### config.mk
export PLATFORM = sky130hd
export DESIGN_NAME = uart_cmd_initiator
export DESIGN_NICKNAME = d
export VERILOG_FILES = /design/src/rtl/uart_pkg.sv /design/src/rtl/uart_rsp_collector.sv /design/src/rtl/uart_cmd_initiator.sv
export SDC_FILE = /design/constraint.sdc
export NUM_CORES = 1
export LEC_CHECK = 0
export ABC_AREA = 1
export CORE_UTILIZATION = 35
export DETAILED_ROUTE_END_ITERATION = 8
export PLACE_DENSITY = 0.67
export SLEW_MARGIN = 25
export SYNTH_ARGS = -nofsm -noshare
export SYNTH_HDL_FRONTEND = slang
export SYNTH_HIERARCHICAL = 1
export SYNTH_SLANG_ARGS = --single-unit
### constraint.sdc
create_clock -name clk_i -period 4.4 [get_ports clk_i]
set_clock_uncertainty 0.2 [all_clocks]
set_input_delay 0.66 -clock clk_i [delete_from_list [all_inputs] [get_ports clk_i]]
set_output_delay 0.66 -clock clk_i [all_outputs]
set_load 0.005 [all_outputs]
### src/rtl/uart_pkg.sv
// Shared opcodes, protocol byte counts and the initiator state encoding
// for the UART ALU command protocol.
package uart_pkg;

   localparam logic [7:0] OP_ADD   = 8'h10;
   localparam logic [7:0] OP_MUL   = 8'h11;
   localparam logic [7:0] OP_DIV   = 8'h12;
   localparam logic [7:0] RSV_BYTE = 8'h00;
   localparam int         HDR_BYTES = 4;
   localparam int         RSP_BYTES = 4;

   typedef enum logic [2:0] {
      StIdle,
      StHdrOp,
      StHdrRsv,
      StHdrLenL,
      StHdrLenM,
      StPayload,
      StRsp,
      StDone
   } init_state_e;

   // Response byte k lands in the most-significant free lane (big-endian).
   function automatic int rsp_lane_lsb(input logic [1:0] idx, input int dw);
      return (RSP_BYTES - 1 - int'(idx)) * dw;
   endfunction

endpackage

### src/rtl/uart_rsp_collector.sv
// Assembles the 4-byte big-endian response and aborts after timeout_cycles_p
// idle cycles between bytes; done/timeout are single-cycle combinational strobes.
module uart_rsp_collector
   import uart_pkg::*;
#(
   parameter int datawidth_p      = 8,
   parameter int timeout_cycles_p = 1024
) (
   input  logic                             clk_i,
   input  logic                             rst_i,
   input  logic                             start_i,
   input  logic                             active_i,
   input  logic                             rx_hs_i,
   input  logic [datawidth_p-1:0]           rx_data_i,
   output logic                             done_o,
   output logic                             timeout_o,
   output logic [RSP_BYTES*datawidth_p-1:0] data_o
);

   localparam int CntW = (timeout_cycles_p > 2) ? $clog2(timeout_cycles_p) : 1;
   localparam logic [CntW-1:0] CntLast = CntW'(timeout_cycles_p - 1);

   logic [1:0]                       r_idx;
   logic [CntW-1:0]                  r_cnt;
   logic [RSP_BYTES*datawidth_p-1:0] r_data;

   // A byte arriving on the expiry cycle suppresses the timeout.
   assign done_o    = active_i && rx_hs_i && (r_idx == 2'd3);
   assign timeout_o = active_i && !rx_hs_i && (r_cnt == CntLast);
   assign data_o    = r_data;

   always_ff @(posedge clk_i or posedge rst_i) begin
      if (rst_i) begin
         r_idx  <= '0;
         r_cnt  <= '0;
         r_data <= '0;
      end else if (start_i) begin
         r_idx  <= '0;
         r_cnt  <= '0;
         r_data <= '0;
      end else if (active_i) begin
         if (rx_hs_i) begin
            r_data[rsp_lane_lsb(r_idx, datawidth_p) +: datawidth_p] <= rx_data_i;
            r_idx <= r_idx + 2'd1;
            r_cnt <= '0;
         end else if (r_cnt != CntLast) begin
            r_cnt <= r_cnt + 1'b1;
         end
      end
   end

endmodule

### src/rtl/uart_cmd_initiator.sv
// Frames opcode/rsv/len/payload onto the tx byte stream, then collects a 4-byte result.
// Optional UART_CMD_INITIATOR_STATS_EN adds saturating command/timeout/drop counters.
module uart_cmd_initiator
   import uart_pkg::*;
#(
   parameter int datawidth_p      = 8,
   parameter int timeout_cycles_p = 1024
) (
   input  logic                   clk_i,
   input  logic                   rst_i,
   input  logic                   cmd_valid_i,
   output logic                   cmd_ready_o,
   input  logic [7:0]             cmd_opcode_i,
   input  logic [15:0]            cmd_len_i,
   input  logic [datawidth_p-1:0] payload_data_i,
   input  logic                   payload_valid_i,
   output logic                   payload_ready_o,
   output logic [datawidth_p-1:0] tx_data_o,
   output logic                   tx_valid_o,
   input  logic                   tx_ready_i,
   input  logic [datawidth_p-1:0] rx_data_i,
   input  logic                   rx_valid_i,
   output logic                   rx_ready_o,
   output logic [31:0]            rsp_data_o,
   output logic                   rsp_timeout_o,
   output logic                   rsp_valid_o,
   input  logic                   rsp_ready_i,
   output logic                   busy_o
`ifdef UART_CMD_INITIATOR_STATS_EN
   ,
   output logic [15:0]            stat_cmd_o,
   output logic [15:0]            stat_timeout_o,
   output logic [15:0]            stat_drop_o
`endif
);

   init_state_e            r_state;
   logic [15:0]            r_len;
   logic [15:0]            r_cnt;
   logic [datawidth_p-1:0] r_tx_data;
   logic                   r_tx_vld;
   logic                   r_rsp_tmo;

   logic w_can_load;
   logic w_tx_hs;
   logic w_pay_rdy;
   logic w_in_rsp;
   logic w_rx_hs_rsp;
   logic w_rsp_start;
   logic w_col_done;
   logic w_col_tmo;
   logic [RSP_BYTES*datawidth_p-1:0] w_rsp_data;

   assign w_can_load  = !r_tx_vld || tx_ready_i;
   assign w_tx_hs     = r_tx_vld && tx_ready_i;
   assign w_in_rsp    = (r_state == StRsp);
   assign w_rx_hs_rsp = rx_valid_i && w_in_rsp;
   // r_cnt counts payload bytes still to load; zero means only the final handshake is pending.
   assign w_pay_rdy   = (r_state == StPayload) && (r_cnt != 16'd0) && w_can_load;
   assign w_rsp_start = w_tx_hs && ((r_state == StHdrLenM) ||
                                    ((r_state == StPayload) && (r_cnt == 16'd0)));

   assign cmd_ready_o     = (r_state == StIdle);
   assign payload_ready_o = w_pay_rdy;
   assign tx_data_o       = r_tx_data;
   assign tx_valid_o      = r_tx_vld;
   assign rx_ready_o      = (r_state == StIdle) || w_in_rsp;
   assign rsp_data_o      = w_rsp_data;
   assign rsp_timeout_o   = r_rsp_tmo;
   assign rsp_valid_o     = (r_state == StDone);
   assign busy_o          = (r_state != StIdle);

   uart_rsp_collector #(
      .datawidth_p      (datawidth_p),
      .timeout_cycles_p (timeout_cycles_p)
   ) u_collector (
      .clk_i     (clk_i),
      .rst_i     (rst_i),
      .start_i   (w_rsp_start),
      .active_i  (w_in_rsp),
      .rx_hs_i   (w_rx_hs_rsp),
      .rx_data_i (rx_data_i),
      .done_o    (w_col_done),
      .timeout_o (w_col_tmo),
      .data_o    (w_rsp_data)
   );

   // State names the header byte currently held in the tx register.
   always_ff @(posedge clk_i or posedge rst_i) begin
      if (rst_i) begin
         r_state   <= StIdle;
         r_len     <= '0;
         r_cnt     <= '0;
         r_tx_data <= '0;
         r_tx_vld  <= 1'b0;
         r_rsp_tmo <= 1'b0;
      end else begin
         case (r_state)
            StIdle: begin
               if (cmd_valid_i) begin
                  r_len     <= cmd_len_i;
                  r_cnt     <= cmd_len_i;
                  r_tx_data <= cmd_opcode_i;
                  r_tx_vld  <= 1'b1;
                  r_state   <= StHdrOp;
               end
            end
            StHdrOp: begin
               if (w_can_load) begin
                  r_tx_data <= RSV_BYTE;
                  r_tx_vld  <= 1'b1;
                  r_state   <= StHdrRsv;
               end
            end
            StHdrRsv: begin
               if (w_can_load) begin
                  r_tx_data <= r_len[7:0];
                  r_tx_vld  <= 1'b1;
                  r_state   <= StHdrLenL;
               end
            end
            StHdrLenL: begin
               if (w_can_load) begin
                  r_tx_data <= r_len[15:8];
                  r_tx_vld  <= 1'b1;
                  r_state   <= (r_len == 16'd0) ? StHdrLenM : StPayload;
               end
            end
            StHdrLenM: begin
               if (w_tx_hs) begin
                  r_tx_vld <= 1'b0;
                  r_state  <= StRsp;
               end
            end
            StPayload: begin
               if (r_cnt != 16'd0) begin
                  if (w_can_load) begin
                     r_tx_vld <= payload_valid_i;
                     if (payload_valid_i) begin
                        r_tx_data <= payload_data_i;
                        r_cnt     <= r_cnt - 16'd1;
                     end
                  end
               end else if (w_tx_hs) begin
                  r_tx_vld <= 1'b0;
                  r_state  <= StRsp;
               end
            end
            StRsp: begin
               if (w_col_done) begin
                  r_rsp_tmo <= 1'b0;
                  r_state   <= StDone;
               end else if (w_col_tmo) begin
                  r_rsp_tmo <= 1'b1;
                  r_state   <= StDone;
               end
            end
            StDone: begin
               if (rsp_ready_i) begin
                  r_rsp_tmo <= 1'b0;
                  r_state   <= StIdle;
               end
            end
            default: r_state <= StIdle;
         endcase
      end
   end

`ifdef UART_CMD_INITIATOR_STATS_EN
   logic [15:0] r_stat_cmd;
   logic [15:0] r_stat_tmo;
   logic [15:0] r_stat_drop;

   always_ff @(posedge clk_i or posedge rst_i) begin
      if (rst_i) begin
         r_stat_cmd  <= '0;
         r_stat_tmo  <= '0;
         r_stat_drop <= '0;
      end else begin
         if ((r_state == StDone) && rsp_ready_i && (r_stat_cmd != 16'hFFFF))
            r_stat_cmd <= r_stat_cmd + 16'd1;
         if (w_col_tmo && (r_stat_tmo != 16'hFFFF))
            r_stat_tmo <= r_stat_tmo + 16'd1;
         if ((r_state == StIdle) && rx_valid_i && (r_stat_drop != 16'hFFFF))
            r_stat_drop <= r_stat_drop + 16'd1;
      end
   end

   assign stat_cmd_o     = r_stat_cmd;
   assign stat_timeout_o = r_stat_tmo;
   assign stat_drop_o    = r_stat_drop;
`endif

endmodule
# After elaboration in Yosys (flattened, before gate mapping)
# Cells that the tools add are included.
# W data, S select, Z words.
[classes] n_addsub=5 n_eq_ne=22 shift=2 mux=45 n_reduce_logical=36
[ops] operator="$mux W32" n=3
[ops] operator="$mux W16" n=4
[ops] operator="$mux W8" n=7
[ops] operator="$mux W10" n=4
[ops] operator="$pmux W8 S5" n=1
[ops] operator="$neg A32 Y33" n=1
[ops] operator="$shift A8 B33 Y32 const A" n=1
[ops] operator="$shiftx A8 B33 Y32" n=1
[ops] operator="$bwmux W32" n=1
[ops] operator="$logic_not A16 Y1" n=2
[ops] operator="$pmux W16 S2" n=1
[ops] operator="$mux W3" n=9
[ops] operator="$pmux W3 S8" n=1
[ops] operator="$reduce_bool A16 Y1" n=1
[ops] operator="$sub A16 B1 Y16 const B" n=1
[ops] operator="$ne A2 B2 Y1 const B" n=7
[ops] operator="$eq A3 B3 Y1 const B" n=4
[ops] operator="$add A10 B1 Y10 const B" n=1
[ops] operator="$eq A10 B10 Y1 const B" n=1
[ops] operator="$logic_and A1 B1 Y1" n=10
[ops] operator="$ne A10 B10 Y1 const B" n=1
[ops] operator="$mux W1" n=9
[ops] operator="$reduce_and A8 Y1" n=1
[ops] operator="$reduce_bool A2 Y1" n=4
[ops] operator="22 further kinds" n=34
[totals] register_bits=89 output_inout_bits=47 wordCells=119

# Longest topological paths before layout
[depth] depth_word=8 mapped_depth=15

# Modules after synthesis
# Netlist, hierarchy kept.
[by_module_without_submodules] module="uart_cmd_initiator" instances=1 cells_each=445 area_per_inst_um2=2982.9
[by_module_without_submodules] module="uart_rsp_collector" instances=1 cells_each=289 area_per_inst_um2=2311.0

# Worst setup path after synthesis
# OpenSTA, ideal clock, no wires.
[synth_timing] path_kind="register -> register" startpoint="reg, netlist name r_cnt[0]" endpoint="reg u_collector.r_data[0] (netlist: u_collector/data_o[0])" setup_time_ps=77 arrival_time_ps=2261 path_slack_ps=1861 stages_incl_launch_ff=13 path_buffers=2 cell_sequence="dfrtp_1 -> inv_1 -> ha_1 -> nand2_1 -> nor2_4 -> nand3_2 -> a211oi_1 -> buf_6 -> nor2_1 -> nor2_4 -> buf_4 -> nor2_1 -> a21oi_1"
[synth_lines] item="to (signal, indexed assignment)" line_no="uart_rsp_collector.sv:43" text="r_data[rsp_lane_lsb(r_idx, datawidth_p) +: datawidth_p] <= rx_data_i;"
[synth_lines] item="to (decl)" line_no="uart_rsp_collector.sv:25" text="logic [RSP_BYTES*datawidth_p-1:0] r_data;"

# Worst setup path in the final report
[layout_timing] startpoint="reg r_state[0]" endpoint="out payload_ready_o"
[layout_between] elab_chain_cells=3
[layout_lines] item="from (decl)" line_no="uart_cmd_initiator.sv:37" text="init_state_e r_state;"
[layout_lines] item="from (signal assigned)" line_no="uart_cmd_initiator.sv:91" text="r_state <= StIdle;"
[layout_lines] item="from (signal assigned)" line_no="uart_cmd_initiator.sv:105" text="r_state <= StHdrOp;"
[layout_lines] item="from (signal assigned)" line_no="uart_cmd_initiator.sv:112" text="r_state <= StHdrRsv;"
[layout_lines] item="$eq A3 B3 Y1" line_no="uart_cmd_initiator.sv:59" text="assign w_pay_rdy = (r_state == StPayload) && (r_cnt != 16'd0) && w_can_load;"
[layout_lines] item="$logic_and A1 B1 Y1 (2 in a row)" line_no="uart_cmd_initiator.sv:59"
[layout_lines] item="to (decl)" line_no="uart_cmd_initiator.sv:17" text="output logic payload_ready_o,"
# Every way passes these cells.

==> flow_summary.ini <==
[sta]
period_share_pct = 81.80
max_freq_ghz = 0.2778
hold_violations = 0
period_minus_slack_ns = 3.599
maxSlewViolCount = 0
slew_headroom_pct = 45.16
setup-tns-final_ns = 0
rsz0062_at_grt = false
layout_setup_ws_ns = 0.8007
hold_ws_ns = 0.2716
tightest_slew_ns = 0.8216
setup_viol = 0

[route]
wl_per_cell_um = 13.40
drtIter0Drc = 358
antenna_left = 0
dr_total_vias = 4934
drt-total-wl_mm = 13.52
drc = 20
via_per_inst = 4.890
first_pass_iters = 7

[yosys]
synth_cells = 734
ys_warn_count = 6
async_flop_share_pct = 100.0
ys_ff_latch = 89
synthTopCellsByArea = dfrtp_1 42%, nand2_1 17%, nor2_1 6.0%
synth_area_sq_um = 5294
ys_types = 35
yosys.area.top_type_share_pct = 42.07
synth_seq_area_share_pct = 42.07
yosysTopAreaCell = dfrtp_1
synth.net_count = 788
synth.avg_cell_area_sq_um = 7.212
ys_dominant_reg_cell = dfrtp_1
synth_edf_count = 0

[setup_path]
r2r-start = r_state[0]
cp_max_fo = 35
startpoint_type = register
crit_required_ns = 3.54
r2r_cells = 9
cpPeakStageDelay_ns = 0.65
cp-end-kind = output pin
crit_chain = nand3_4, inv_2, nand2_1, nor2_1, clkdlybuf4s50_1
r2r-end = u_collector/data_o[21]
rrSetupSlack_ns = 1.29
worstPathArrival_ns = 2.74
critPathSlowestCell = dfrtp_1
crit_type = reg -> out

[cts]
post_cts_buffers = 0
numCtsBuffers = 9
clock_sinks = 89
cts_max_level = 3
clkLatencyLatePin_ns = 0.36
cts_buffer_depth = 2
clk_pin_slew_ns = 0.07
cts_tree = done
postCtsHoldBufs = 0
cts_root_buf = clkbuf_16
cts_resized = 0

[placement]
portBuffers = 93
pre_cts_slack_ns = 1.187
hpwl_mm = 10.27
gp_congestion = 0.8297
placed_cell_area_sq_um = 6326

[layout]
fin_util_pct = 45.24
antenna_cells = 0
nFillCells = 1504
drive_above_1_share_pct = 8.121
area_delta_synth_final_pct = 25.15
finalInstanceArea_sq_um = 6625
final_nets = 874

[power_and_ir_drop]
power_density_nw_per_um2 = 603.8
leakagePower_nw = 3.183
peakVddDrop_mv = 0.2445

[floorplanning]
die_h_um = 125.0
rows = 44
die_w_um = 125.0
pin_count = 94
fp.coreArea_sq_um = 14640
die_area_sq_um = 15620
start_util_pct = 36.15

[global_routing]
grt_overflow_total = 0
grt_max_degree = 46
grt_pass1_vias = 4634
grt_pass1_wl_mm = 22.87
grt_antenna_before_repair = 0
grt_usage_pct = 18.30

[job]
cap_violations = 0

[hold_path]
hold_start = tx_data_o[1]
holdPathEnd = tx_data_o[1]
whs_path_depth = 2
hp-class = reg -> reg

[outcome]
outcome = complete, but fails checks
violations = design-rule violations
-- where the power goes --
part | switching (mW) | internal (mW) | leakage (nW)
clock | 0.370 | 0.401 | 0.143
sequential | 0.290 | 1.13 | 1.15
combinational | 1.06 | 0.753 | 1.89
-- cell families (layout without fill, tap and decap cells) --
| family | Yosys count | count (layout) | share of synthesized area [%] |
|---|---|---|---|
| simple gates | 448 | 448 | 37.93 |
| buf+inv | 104 | 195 | 8.769 |
| flops | 89 | 89 | 42.07 |
| compound gates | 84 | 84 | 9.242 |
| fa+ha+maj | 7 | 7 | 1.654 |
| xor+xnor | 2 | 2 | 0.3310 |
-- registers in the layout, summed over array words and instances (netlist names) --
name / flops
u_collector/data_o: 32
r_cnt: 16
tx_data_o: 8
u_collector/r_cnt: 10
r_state: 3
rsp_timeout_o: 1
tx_valid_o: 1
r_len: 16
u_collector/r_idx: 2
-- critical path: cells and delay by family, from the launching register on --
family	cells	cell delay [ns]
buffers and inverters	2	1.05
flip-flops	1	0.65
AND/OR/NAND/NOR	3	0.68
-- worst max-delay path by stage --
stage | start | endpoint | cells after the start
2_1_floorplan | r_cnt[0] | u_collector/data_o[0] | 12
3_3_place_gp | r_state[0] | payload_ready_o | 5
3_5_place_dp | r_state[0] | payload_ready_o | 5
4_1_cts | r_state[0] | payload_ready_o | 5
5_1_grt | r_state[0] | payload_ready_o | 5
6_report | r_state[0] | payload_ready_o | 5
-- synth_stat cells, types with 2 or more instances --
cell type	instances
nand2_1	245
dfrtp_1	89
nor2_1	85
inv_1	74
nand3_1	63
o21ai_0	49
nand4_1	22
a21oi_1	16
o21ai_2	12
inv_2	9
buf_2	8
ha_1	7
nand3_2	5
buf_6	4
nand3b_1	4
nor2_2	4
nor2_4	4
buf_4	3
clkbuf_1	3
nand2_2	3
nand2_4	3
nor3_1	3
o21bai_1	3
buf_8	2
nand3_4	2
nor2_8	2
xor2_1	2
-- through the flow --
step	cells	power, mW
global placement	993	3.206
detailed placement	993	3.247
CTS	1009	4.042
finish	1009	4.000
global route	1009	4.358
floorplan	734	2.652
-- placed cells by master (no fill, tap or decap), types with 2 or more instances in the layout --
cell and n:
a21oi_1 16, buf_4 2, clkbuf_16 9, clkdlybuf4s50_1 93, dfrtp_1 89, ha_1 7, inv_1 73, inv_2 9
inv_6 2, inv_8 2, nand2_1 245, nand2_2 3, nand2_4 3, nand3_1 63, nand3_2 5, nand3_4 2
nand3b_1 4, nand4_1 22, nor2_1 85, nor2_2 4, nor2_4 4, nor2_8 2, nor3_1 3, o21ai_0 49
o21ai_2 12, o21bai_1 3, xor2_1 2
-- metal layers --
layer / vias up / share of wire, % / wire length [um] / GRT usage (%)
met5: - / 0 / 0 / 0
met4: 0 / 1.3 / 176 / 4.376
met3: 12 / 5.2 / 710 / 4.151
met2: 123 / 46 / 6250 / 28.98
met1: 2284 / 47 / 6387 / 25.37
li1: 2515 / - / - / -
-- final cells by class --
| class | instances | area [sq um] | area share, % |
|---|---|---|---|
| clock inverters | 7 | 72.57 | 1.095 |
| multi-input cells | 541 | 2608 | 39.36 |
| inverters | 84 | 316.6 | 4.778 |
| clock buffers | 9 | 225.2 | 3.399 |
| repair buffers | 95 | 945.9 | 14.28 |
| well taps | 184 | 230.2 | 3.475 |
| flip-flops and latches | 89 | 2227 | 33.62 |
(Power assumes the default switching activity.)
